<file path="config.mk">
export PLATFORM = sky130hd
export DESIGN_NAME = seg_disp_ctrl
export DESIGN_NICKNAME = d
export VERILOG_FILES = /design/src/rtl/seg_disp_ctrl.sv
export SDC_FILE = /design/constraint.sdc
export NUM_CORES = 1
export LEC_CHECK = 0
export CORE_ASPECT_RATIO = 0.7
export CORE_MARGIN = 10
export CORE_UTILIZATION = 48
export DETAILED_ROUTE_END_ITERATION = 10
export HOLD_SLACK_MARGIN = 0.05
export PLACE_DENSITY_LB_ADDON = 0.25
export RECOVER_POWER = 50
export SLEW_MARGIN = 20
export SYNTH_ARGS = -nofsm -noshare
export SYNTH_HDL_FRONTEND = slang
export SYNTH_SLANG_ARGS = --single-unit
</file>
<file path="constraint.sdc">
create_clock -name clk -period 1.65 [get_ports clk]
set_input_delay 0.33 -clock clk [delete_from_list [all_inputs] [get_ports clk]]
set_output_delay 0.33 -clock clk [all_outputs]
set_load 0.05 [all_outputs]
</file>
<file path="src/rtl/seg_disp_ctrl.sv">
// Multi-digit seven-segment controller on an Avalon-MM slave: hex/raw, blank, blink.
// Define SEG_DISP_BLINK_EN to build the blink registers, counter and phase logic.
module seg_disp_ctrl #(
  parameter int NUM_DIGITS = 7,
  parameter int CLK_HZ     = 50000000,
  parameter int BLINK_HZ   = 2,
  parameter bit ACTIVE_LOW = 1
) (
  input  logic                    clk,
  input  logic                    reset,
  input  logic [4:0]              avs_address,
  input  logic                    avs_write,
  input  logic [31:0]             avs_writedata,
  input  logic                    avs_read,
  output logic [31:0]             avs_readdata,
  output logic [NUM_DIGITS*7-1:0] seg_out
);

  localparam logic [4:0] A_BLANK  = 5'd16;
  localparam logic [4:0] A_BLINK  = 5'd17;
  localparam logic [4:0] A_DIV    = 5'd18;
  localparam logic [4:0] A_STATUS = 5'd19;
  localparam logic [6:0] SEG_OFF  = ACTIVE_LOW ? 7'h7F : 7'h00;

  function automatic logic [6:0] hex7(input logic [3:0] v);
    logic [6:0] s;
    unique case (v)
      4'h0: s = 7'h3F;
      4'h1: s = 7'h06;
      4'h2: s = 7'h5B;
      4'h3: s = 7'h4F;
      4'h4: s = 7'h66;
      4'h5: s = 7'h6D;
      4'h6: s = 7'h7D;
      4'h7: s = 7'h07;
      4'h8: s = 7'h7F;
      4'h9: s = 7'h6F;
      4'hA: s = 7'h77;
      4'hB: s = 7'h7C;
      4'hC: s = 7'h39;
      4'hD: s = 7'h5E;
      4'hE: s = 7'h79;
      4'hF: s = 7'h71;
    endcase
    return s;
  endfunction

  logic [7:0]            digit_q [NUM_DIGITS];
  logic [NUM_DIGITS-1:0] blank_q;
  logic [NUM_DIGITS-1:0] blink_off;
  logic                  phase;
  logic                  wr_blank;
  logic [31:0]           rd_d;
  logic [NUM_DIGITS*7-1:0] seg_d;
  logic [6:0]            pat;
  logic                  unused_wdata;

  assign wr_blank     = avs_write && (avs_address == A_BLANK);
  assign unused_wdata = ^avs_writedata[31:8];

  always_ff @(posedge clk) begin
    if (reset) begin
      for (int i = 0; i < NUM_DIGITS; i++)
        digit_q[i] <= 8'h00;
    end else if (avs_write) begin
      for (int i = 0; i < NUM_DIGITS; i++)
        if (avs_address == 5'(i))
          digit_q[i] <= avs_writedata[7:0];
    end
  end

  always_ff @(posedge clk) begin
    if (reset)
      blank_q <= '1;
    else if (wr_blank)
      blank_q <= avs_writedata[NUM_DIGITS-1:0];
  end

`ifdef SEG_DISP_BLINK_EN
  localparam logic [31:0] DIV_RST = 32'(CLK_HZ / (2 * BLINK_HZ));

  logic [NUM_DIGITS-1:0] blink_q;
  logic [31:0]           div_q;
  logic [31:0]           cnt_q;
  logic                  phase_q;
  logic                  wr_blink;
  logic                  wr_div;

  assign wr_blink = avs_write && (avs_address == A_BLINK);
  assign wr_div   = avs_write && (avs_address == A_DIV);

  always_ff @(posedge clk) begin
    if (reset)
      blink_q <= '0;
    else if (wr_blink)
      blink_q <= avs_writedata[NUM_DIGITS-1:0];
  end

  // A divider of zero parks the display in the on phase.
  always_ff @(posedge clk) begin
    if (reset) begin
      div_q   <= DIV_RST;
      cnt_q   <= '0;
      phase_q <= 1'b1;
    end else if (wr_div) begin
      div_q   <= avs_writedata;
      cnt_q   <= '0;
      phase_q <= 1'b1;
    end else if (div_q == 32'd0) begin
      cnt_q   <= '0;
      phase_q <= 1'b1;
    end else if (cnt_q == div_q - 32'd1) begin
      cnt_q   <= '0;
      phase_q <= ~phase_q;
    end else begin
      cnt_q   <= cnt_q + 32'd1;
    end
  end

  assign phase     = phase_q;
  assign blink_off = blink_q & {NUM_DIGITS{~phase_q}};
`else
  localparam int unused_rates = CLK_HZ + BLINK_HZ;

  assign phase     = 1'b1;
  assign blink_off = '0;
`endif

  always_comb begin
    rd_d = 32'h0;
    for (int i = 0; i < NUM_DIGITS; i++)
      if (avs_address == 5'(i))
        rd_d = {24'h0, digit_q[i]};
    if (avs_address == A_BLANK)
      rd_d = 32'(blank_q);
`ifdef SEG_DISP_BLINK_EN
    if (avs_address == A_BLINK)
      rd_d = 32'(blink_q);
    if (avs_address == A_DIV)
      rd_d = div_q;
`endif
    if (avs_address == A_STATUS)
      rd_d = {19'h0, 5'(NUM_DIGITS), 7'h0, phase};
  end

  always_ff @(posedge clk) begin
    if (reset)
      avs_readdata <= 32'h0;
    else if (avs_read)
      avs_readdata <= rd_d;
    else
      avs_readdata <= 32'h0;
  end

  always_comb begin
    seg_d = '0;
    pat   = 7'h00;
    for (int i = 0; i < NUM_DIGITS; i++) begin
      if (blank_q[i] || blink_off[i])
        pat = 7'h00;
      else if (digit_q[i][7])
        pat = digit_q[i][6:0];
      else
        pat = hex7(digit_q[i][3:0]);
      seg_d[7*i +: 7] = ACTIVE_LOW ? ~pat : pat;
    end
  end

  always_ff @(posedge clk) begin
    if (reset)
      seg_out <= {NUM_DIGITS{SEG_OFF}};
    else
      seg_out <= seg_d;
  end

endmodule

</file>
==> metrics.txt <==
outcome completed; depth of the critical timing path with buffers and inverters included 7; Port Buffers 76; TritonCTS clock tree yes; drt via density 5.643; number of flops mapped to enable cells by yosys 56; Synth top cells by count sky130_fd_sc_hd__nor2_1 (80), sky130_fd_sc_hd__dfxtp_1 (65), sky130_fd_sc_hd__edfxtp_1 (56); FF-to-FF path depth 5; setup repair after global routing missed its margin no; initial core utilization 49.49%; Mean Syn Cell Area 9.591 um2; area share of and/or/nand/nor cells after synthesis 16.98%; number of warnings printed during yosys synthesis 0; largest clock skew in the final design 0.006800 ns; Starting DRT DRC Count 586; critical path endpoint category register; #FFs+latches synth 121; fin crit share 97.80%; final hold slack 0.5057 ns; startpoint type of the worst setup path primary input; Die Span X 160.0 um; Critical path buffers and inverters 3; Pins Over Slew Limit 0; placed cell area 7953 um2; Root Driver sky130_fd_sc_hd__clkbuf_16; global placer's final weighted congestion 0.9951; clock latency on the worst-skew pair 0.42 ns; total negative setup slack 0 ns; adder-cell area share of the yosys netlist 6.646%; met1 Track Usage GR 25.97%; buffer depth of the longest clock path 2; TritonCTS buffer count 17; standard-cell rows 35; count of fill cells added during filler insertion 1094; routed wirelength normalized by instance count 18.60 um; longest individual stage delay on the worst path 0.41 ns; register clock-pin slew on the reported worst setup and hold paths 0.06 ns; required time at the endpoint of the critical path 1.98 ns; least setup slack across all paths after layout 0.03624 ns; busiest metal layer after global routing met2; arrival time at the worst endpoint 1.94 ns; top cells by area in the synthesized netlist sky130_fd_sc_hd__edfxtp_1 (26%), sky130_fd_sc_hd__dfxtp_1 (20%), sky130_fd_sc_hd__ha_1 (6.6%); standard cell core area 13310 um2; peak ir drop on the vdd network 0.6809 mV; number of cells on the worst hold path 1; DRC 0; combinational family with the most area after synthesis compound AO/OA/AOI/OAI gates; number of global-route vias before repair 5512; area enclosed by the die boundary 18890 um2; GR Util All Layers 19.58%; I/O pin cnt 122; DR pass1 iterations 5; antenna cells 0; met3 layer usage reported by global route 5.625%; mux contribution to synthesized area 3.912%; final setup violation count 0; share of the synthesized netlist area taken by xor and xnor gates 0%; setup slack after placement -0.4895 ns; final-report hold violation count 0; vertical die dimension 118.0 um; routed wire length 19.33 mm; slowest CP cell sky130_fd_sc_hd__or3_1; top flip-flop cell by instance count after synthesis sky130_fd_sc_hd__dfxtp_1; maximum frequency from static timing analysis 619.7 MHz; number of buffers inserted by hold repair at cts 0; area share of the leading cell type in the synthesized netlist 25.52%; P&R area growth vs syn 28.86%; TritonCTS sink count 121; total power density per cell area 981.4 nW/um2; fraction of final layout cells with drive strength greater than 1 25.41%; Top delay family on crit path buffers and inverters; time the worst path needs with I/O delays and setup 1.614 ns; Slew HR 64.19%; met2 Track Usage GR 30.14%; cell area after layout 8491 um2; global-route wire length before repair 29.80 mm; area of all sequential standard cells 2983 um2; type of the tightest min-delay check reg2reg; critical-path cell list dlygate4sd2_1, bufbuf_16, buf_4, nand2b_4, o22ai_1, or3_1, a211oi_2; biggest area consumer among synthesized cells sky130_fd_sc_hd__edfxtp_1; share of async-settable or async-resettable flops after synthesis 0%; static leakage 3.482 nW; GRT Residual Overflow 0; library cell with the highest instance count after synthesis sky130_fd_sc_hd__nor2_1; area occupied by multi-input gates 3241 um2; fraction of the yosys area taken by sequential cells 45.27%; layout net count 917; total number of vias 5863; class of the most critical setup path in2reg; overall power after layout 8.333 mW; Syn Inst Count 687; highest net fanout along the worst path 9; number of antenna violations at the first check in global routing 0; HPWL Detailed 13.87 mm; H-tree lvl count 4; transition at the pin with the smallest max-transition slack 0.5305 ns; number of max-capacitance violations reported 0; maximum number of pins on one net before global-route repair 27; synth unique cells 53; area fraction in compound gates after synthesis 19.90%; cell area after technology mapping 6589 um2; Routed Antenna Nets 0
[where the power goes]
part	internal [mW]	leakage [nW]	switching (mW)
clock	2.37	0.281	1.45
combinational	0.474	2.14	0.684
sequential	3.24	1.06	0.117
[logic make-up (layout without fill, tap and decap cells)]
group	after synthesis	count (layout)
other	1	21
muxes	24	24
DFF	121	121
AOI/OAI and AO/OA	188	188
adders and majority gates	35	35
buffers and inverters	95	242
and+or+nand+nor	223	223
[repair_timing]
action | CTS | global route
gates cloned | 1 | 1
endpoints found under the setup margin | 5 | 14
resized for setup | 5 | 6
setup buffers | 1 | 13
[cell type report]
cell class              instances  share of cell area (%)
flip-flops and latches        121                   35.13
multi-input cells             491                   38.17
clock inverters                15                   2.093
clock buffers                  17                   5.010
well taps                     185                   2.726
inverters                      38                   1.680
repair buffers                172                   15.19
[flip-flops by register name, indices dropped and copies added (netlist names)]
name / count
digit_q: 56
blank_q: 7
avs_readdata: 9
seg_out: 49
[stage by stage]
| step | utilization [%] | std cells |
|---|---|---|
| 6_report | 63.78 | 1039 |
| 5_1_grt | 63.78 | 1039 |
| 4_1_cts | 64.59 | 1025 |
| 3_5_place_dp | 59.74 | 991 |
| 3_3_place_gp | 59.74 | 991 |
| 2_1_floorplan | - | 707 |
[path summary, 6_finish.rpt]
path	startpoint	endpoint	slack (ns)
worst max-delay path	avs_address[1]	avs_readdata[3]	0.04
worst max register to register	digit_q[1][0]	seg_out[7]	0.09
worst min register to register	blank_q[4]	blank_q[4]	0.51
worst min-delay path	blank_q[4]	blank_q[4]	0.51
[metal layers]
layer	routed length [um]	vias to the layer above	share of wire [%]
li1	-	2741	-
met1	8466	2814	44
met2	8817	267	46
met3	1632	41	8.4
met4	408	0	2.1
met5	0	-	0
[placed cells by master (no fill, tap or decap), types with 10 or more instances in the layout]
cell type                         instances
sky130_fd_sc_hd__nand2_1                 40
sky130_fd_sc_hd__inv_1                   36
sky130_fd_sc_hd__clkbuf_2                64
sky130_fd_sc_hd__o21ai_0                 49
sky130_fd_sc_hd__and2_1                  20
sky130_fd_sc_hd__or2_2                   13
sky130_fd_sc_hd__buf_4                   73
sky130_fd_sc_hd__mux2i_1                 19
sky130_fd_sc_hd__dfxtp_1                 65
sky130_fd_sc_hd__clkdlybuf4s50_1         10
sky130_fd_sc_hd__nand2b_1                22
sky130_fd_sc_hd__conb_1                  21
sky130_fd_sc_hd__nor2b_1                 15
sky130_fd_sc_hd__a21oi_1                 28
sky130_fd_sc_hd__a311oi_1                18
sky130_fd_sc_hd__nor2_1                  80
sky130_fd_sc_hd__clkbuf_16               18
sky130_fd_sc_hd__a211oi_1                15
sky130_fd_sc_hd__o22ai_1                 11
sky130_fd_sc_hd__a21boi_0                15
sky130_fd_sc_hd__edfxtp_1                56
sky130_fd_sc_hd__ha_1                    35
Note: power is estimated with default switching activity, not from simulation.
